`src/rtl/aclock_multi.sv`:
```
// 24 h BCD time-of-day clock with NUM_ALARMS enable-gated alarm slots and a merged ring output.
// Optional snooze support is compiled in with `define ACLOCK_MULTI_SNOOZE_EN.

module aclock_slot (
  input  logic        clk,
  input  logic        rst_n,
  input  logic        wr,
  input  logic [13:0] din,
  input  logic        trig,
  input  logic [13:0] now,
  input  logic        on,
  input  logic        stop,
  input  logic        park,
  input  logic        wake,
  output logic        ring
);
  logic [13:0] alarm;

  // stop and a cleared enable dominate every set source, including same-edge triggers
  always_ff @(posedge clk or negedge rst_n) begin
    if (!rst_n) begin
      alarm <= '0;
      ring  <= 1'b0;
    end else begin
      if (wr) alarm <= din;
      ring <= on & ~stop & ((ring & ~park) | (trig & (alarm == now)) | wake);
    end
  end
endmodule

module aclock_multi #(
  parameter int CLK_DIV    = 10,
  parameter int NUM_ALARMS = 4,
  parameter int SNOOZE_MIN = 5,
  localparam int AW = (NUM_ALARMS > 1) ? $clog2(NUM_ALARMS) : 1,
  localparam int PW = (CLK_DIV > 1) ? $clog2(CLK_DIV) : 1
) (
  input  logic                  clk,
  input  logic                  reset,
  input  logic [1:0]            H_in1,
  input  logic [3:0]            H_in0,
  input  logic [2:0]            M_in1,
  input  logic [3:0]            M_in0,
  input  logic                  LD_time,
  input  logic                  LD_alarm,
  input  logic [AW-1:0]         AL_SEL,
  input  logic [NUM_ALARMS-1:0] AL_ON,
  input  logic                  STOP_al,
`ifdef ACLOCK_MULTI_SNOOZE_EN
  input  logic                  SNOOZE,
`endif
  output logic                  Alarm,
  output logic [AW-1:0]         Alarm_id,
  output logic                  LD_err,
  output logic [1:0]            H_out1,
  output logic [3:0]            H_out0,
  output logic [2:0]            M_out1,
  output logic [3:0]            M_out0,
  output logic [2:0]            S_out1,
  output logic [3:0]            S_out0
);
  logic [PW-1:0] pre;
  logic [1:0] h1, nh1;
  logic [3:0] h0, nh0, m0, nm0, s0, ns0;
  logic [2:0] m1, nm1, s1, ns1;
  logic valid, ld_ok, tick, trig, sel_bad, lt_q, la_q;
  logic [NUM_ALARMS-1:0] ring, wr, park, wake;

  assign valid = (H_in0 <= 4'd9) && (M_in0 <= 4'd9) && (M_in1 <= 3'd5) &&
                 ((H_in1 < 2'd2) || ((H_in1 == 2'd2) && (H_in0 <= 4'd3)));
  assign sel_bad = int'(AL_SEL) >= NUM_ALARMS;
  assign ld_ok   = LD_time & valid;
  // a held valid time load freezes the clock, so ticks are suppressed while it is high
  assign tick    = ~ld_ok & (pre == PW'(CLK_DIV - 1));
  assign trig    = tick & (s1 == 3'd5) & (s0 == 4'd9);

  always_comb begin
    {nh1, nh0, nm1, nm0, ns1, ns0} = {h1, h0, m1, m0, s1, s0};
    if (s0 != 4'd9) ns0 = s0 + 4'd1;
    else begin
      ns0 = 4'd0;
      if (s1 != 3'd5) ns1 = s1 + 3'd1;
      else begin
        ns1 = 3'd0;
        if (m0 != 4'd9) nm0 = m0 + 4'd1;
        else begin
          nm0 = 4'd0;
          if (m1 != 3'd5) nm1 = m1 + 3'd1;
          else begin
            nm1 = 3'd0;
            if ((h1 == 2'd2) && (h0 == 4'd3)) begin
              nh1 = 2'd0;
              nh0 = 4'd0;
            end else if (h0 == 4'd9) begin
              nh0 = 4'd0;
              nh1 = h1 + 2'd1;
            end else nh0 = h0 + 4'd1;
          end
        end
      end
    end
  end

  always_ff @(posedge clk or negedge reset) begin
    if (!reset) begin
      pre <= '0;
      {h1, h0, m1, m0, s1, s0} <= '0;
    end else if (ld_ok) begin
      pre <= '0;
      {h1, h0, m1, m0, s1, s0} <= {H_in1, H_in0, M_in1, M_in0, 3'd0, 4'd0};
    end else if (tick) begin
      pre <= '0;
      {h1, h0, m1, m0, s1, s0} <= {nh1, nh0, nm1, nm0, ns1, ns0};
    end else begin
      pre <= pre + PW'(1);
    end
  end

  // error reported only on the first cycle of a load so a held bad load pulses once
  always_ff @(posedge clk or negedge reset) begin
    if (!reset) begin
      lt_q   <= 1'b0;
      la_q   <= 1'b0;
      LD_err <= 1'b0;
    end else begin
      lt_q   <= LD_time;
      la_q   <= LD_alarm;
      LD_err <= (LD_time & ~lt_q & ~valid) |
                (LD_alarm & ~LD_time & ~la_q & (~valid | sel_bad));
    end
  end

`ifdef ACLOCK_MULTI_SNOOZE_EN
  localparam int SNZ = SNOOZE_MIN * 60;
  localparam int CW  = $clog2(SNZ + 1);
  logic [NUM_ALARMS-1:0] snoozed;
  logic [CW-1:0]         snz_cnt;
  logic                  take, expire;

  assign take   = SNOOZE & Alarm & ~STOP_al;
  assign expire = tick & (|snoozed) & (snz_cnt == CW'(1));
  assign park   = {NUM_ALARMS{take}};
  assign wake   = expire ? snoozed : '0;

  always_ff @(posedge clk or negedge reset) begin
    if (!reset) begin
      snoozed <= '0;
      snz_cnt <= '0;
    end else if (STOP_al || ld_ok) begin
      snoozed <= '0;
      snz_cnt <= '0;
    end else if (take) begin
      snoozed <= snoozed | ring;
      snz_cnt <= CW'(SNZ);
    end else if (tick && (|snoozed)) begin
      if (expire) snoozed <= '0;
      snz_cnt <= snz_cnt - CW'(1);
    end
  end
`else
  assign park = '0;
  assign wake = '0;
`endif

  for (genvar i = 0; i < NUM_ALARMS; i++) begin : g_slot
    assign wr[i] = LD_alarm & ~LD_time & valid & (int'(AL_SEL) == i);
    aclock_slot u_slot (
      .clk  (clk),
      .rst_n(reset),
      .wr   (wr[i]),
      .din  ({H_in1, H_in0, M_in1, M_in0}),
      .trig (trig),
      .now  ({nh1, nh0, nm1, nm0}),
      .on   (AL_ON[i]),
      .stop (STOP_al),
      .park (park[i]),
      .wake (wake[i]),
      .ring (ring[i])
    );
  end

  assign Alarm = |ring;

  always_comb begin
    Alarm_id = '0;
    for (int i = NUM_ALARMS - 1; i >= 0; i--)
      if (ring[i]) Alarm_id = AW'(i);
  end

  assign {H_out1, H_out0, M_out1, M_out0, S_out1, S_out0} = {h1, h0, m1, m0, s1, s0};
endmodule

```
`config.mk`:
```
export PLATFORM = sky130hd
export DESIGN_NAME = aclock_multi
export DESIGN_NICKNAME = d
export VERILOG_FILES = /design/src/rtl/aclock_multi.sv
export SDC_FILE = /design/constraint.sdc
export NUM_CORES = 1
export LEC_CHECK = 0
export ABC_AREA = 1
export CELL_PAD_IN_SITES_DETAIL_PLACEMENT = 1
export CELL_PAD_IN_SITES_GLOBAL_PLACEMENT = 2
export CORE_MARGIN = 2
export CORE_UTILIZATION = 35
export DETAILED_ROUTE_END_ITERATION = 10
export PLACE_DENSITY_LB_ADDON = 0.1
export SYNTH_ARGS = -nofsm -noshare
export SYNTH_HDL_FRONTEND = slang
export SYNTH_SLANG_ARGS = --single-unit
```
`constraint.sdc`:
```
create_clock -name clk -period 4.22 [get_ports clk]
set_clock_uncertainty 0.2 [all_clocks]
set_input_delay 0.633 -clock clk [delete_from_list [all_inputs] [get_ports clk]]
set_output_delay 0.633 -clock clk [all_outputs]
set_load 0.1 [all_outputs]
```
==> flow_summary_export.csv <==
group,metric,value,unit
status,outcome,"finished, final reports clean",
die,ios,48,
clocking,clkLatencyLatePin,0.34,ns
critical_path,cp_data_arrival_time,3.15,ns
die,start_util,35.4,%
placement,dpl.hpwl,12300,um
clocking,clockBufferDepth,2,
synth,synthCells,683,
timing,period_share,73.7,%
clocking,cts-root-buf,"clkbuf_16",
power,pwr-share-clk,22.9,%
power,combPwrFrac,47.5,%
finish,nets,766,
grt,track_usage,23.9,%
finish,area_growth,20.9,%
critical_path,cp_data_required_time,4.26,ns
detailed_routing,wirelength,16500,um
timing,setup_ws,1.11,ns
clocking,post_cts_buffers,0,
power,p_sw_share,47.8,%
grt,grt_pass1_wl,26400,um
synth,yosysWarnings,0,
placement,dpl-instance-area,5530,sq um
die,die_area,14800,sq um
critical_path,startpoint_type,"primary input",
synth,synth_top_cell_by_area,"dfrtp_1",
placement,portBuffers,47,
die,row_count,43,
placement,pre_cts_slack,0.777,ns
finish,fin_area,5880,sq um
timing,tightest_slew,1.06,ns
detailed_routing,ant_nets,0,
timing,setup_violations,0,
finish,mostFrequentLayoutCells,"222 x nand2_1, 101 x inv_1, 83 x dfrtp_1",
finish,drive_gt1_share,6.65,%
detailed_routing,viasPerCell,4.99,
grt,grt_max_degree,74,
detailed_routing,via_count,4580,
detailed_routing,wire_per_inst,18.0,um
worst_hold_path,min_path_type,"primary input to asynchronous set/reset pin",
finish,final_cell_count_no_fill,917,
die,die_x,122,um
timing,final.min_clock_period,3.11,ns
grt,grt_pass1_vias,4748,
synth,seq_area_frac_synth,42.8,%
synth,syn-mean-instance-area,7.11,sq um
synth,synthTopCellsByArea,"dfrtp_1 43%, nand2_1 17%, inv_1 7.8%",
detailed_routing,drc,0,
synth,synth_seq_cells,83,
clocking,cts_repair_resize_count,0,
timing,hold_violations,0,
power,leakage,2.86,nW
power,p_switching,0.00193,W
timing,rsz0062_at_grt,"false",
die,core,13700,sq um
power,worst_ir_drop_vdd,0.509,mV
synth,yosysUniqueCellTypes,25,
synth,synth_edf_count,0,
timing,max_freq,322,MHz
die,chipHeight,122,um
clocking,clkTransAtPathRegs,0.06,ns
synth,synth_nets,716,
timing,slew_violations,0,
synth,synthFlopType,"dfrtp_1",
timing,finalSetupTns,0,ns
grt,gr-total-overflow,0,
synth,syn_area,4860,sq um
clocking,clock_sinks,83,
grt,antenna_found_initial,0,
clocking,cts_tree,"built",
detailed_routing,drt_pass1_iterations,4,
finish,layout_commonest_cell,"nand2_1",
critical_path,critical_path_class,"primary input to register",
synth,synth.top_cell.area_share,42.8,%
clocking,htree_levels,3,
timing,relSlewSlack,29.4,%
synth,async_flop_share,100,%
detailed_routing,drt_iter0_drc,181,
clocking,cts_buffers,9,
placement,gp_congestion,0.848,
power,total_power,0.00404,W
clocking,ctsHoldBuffers,0,
critical_path,endpoint_kind,"register",
finish,n_antenna_cell,0,
power,internal-power,0.00211,W
placement,placed_cells,902,
run,maxCapViolCount,0,
power,power.density,687,nW/um^2
critical_path,critPathMaxFanout,26,
power,pwr-share-seq,29.6,%
## metrics by stage
stage | hold WS [ns] | utilization [%]
after floorplan | 0.137 | -
after global placement | 0.271 | 40.3
after detailed placement | 0.278 | 40.3
after CTS | 0.287 | 42.8
after global routing | 0.331 | 42.8
final | 0.204 | 42.8
## cells in the mapped netlist, drive strengths merged, types with 8 or more instances
library cell and count:
inv 106, nor2 54, o21ai 56, dfrtp 83, a21oi 15, nand2 233, o221ai 13, nand3 69
ha 9, clkbuf 11, nand4 8, xor2 8
## registers in the layout, indices dropped and copies added (netlist names)
register / count
g_slot.u_slot.ring: 4
pre: 4
la_q: 1
M_out1: 3
LD_err: 1
g_slot.u_slot.alarm: 52
S_out1: 3
H_out1: 2
H_out0: 4
S_out0: 4
M_out0: 4
lt_q: 1
## power by group through the flow
stage          Sequential (W)  Clock [W]  Combinational (W)
2_1_floorplan         0.00165          0           0.000878
3_3_place_gp          0.00120          0            0.00190
3_5_place_dp          0.00120          0            0.00192
4_1_cts               0.00119   0.000941            0.00194
5_1_grt               0.00122   0.000974            0.00212
6_report              0.00119   0.000922            0.00192
## final timing paths
path / end / start / slack (ns) / cells past startpoint
worst max-delay path: g_slot[1].u_slot.alarm[6]$_DFFE_PN0P_ / M_in0[1] / 1.11 / 6
worst min-delay path: g_slot[3].u_slot.alarm[1]$_DFFE_PN0P_ / reset / 0.20 / 1
worst max register to register: g_slot[0].u_slot.ring$_DFF_PN0_ / S_out0[1]$_DFFE_PN0P_ / 1.49 / 14
worst min register to register: g_slot[1].u_slot.alarm[12]$_DFFE_PN0P_ / g_slot[1].u_slot.alarm[12]$_DFFE_PN0P_ / 0.29 / 2
max in group asynchronous: g_slot[2].u_slot.alarm[5]$_DFFE_PN0P_ / reset / 2.75 / 2
min in group clk: g_slot[1].u_slot.alarm[12]$_DFFE_PN0P_ / g_slot[1].u_slot.alarm[12]$_DFFE_PN0P_ / 0.29 / 2
## critical path, cell delays in order
cell,delay [ns]
clkdlybuf4s50_1,0.42
o21ai_0,0.50
nand3_1,0.23
nor3_2,0.26
nand2_1,0.68
o21ai_0,0.41
## area by class of cell
class | count | area [sq um]
clock inverters | 4 | 98.8
clock buffers | 11 | 243
repair buffers | 53 | 513
inverters | 106 | 398
flip-flops and latches | 83 | 2080
well taps | 180 | 225
fillers | 1722 | 7840
multi-input cells | 480 | 2320
## cell families after synthesis
logic type	Yosys count	share of synthesized area, %
flip-flops	83	42.8
adder cells (fa/ha/maj)	9	2.32
AO/OA/AOI/OAI	86	9.99
buffers and inverters	120	9.48
AND/OR/NAND/NOR	375	33.7
XOR/XNOR	10	1.80
## routing by layer
layer	routed length [um]	GRT usage, %	share of wire [%]	vias up
met5	0	0	0	-
met4	255	7.04	1.5	0
met3	739	3.84	4.5	16
met2	7410	38.0	45	77
met1	8070	33.7	49	2216
li1	-	-	-	2271
Power figures use the tool's default switching activity.
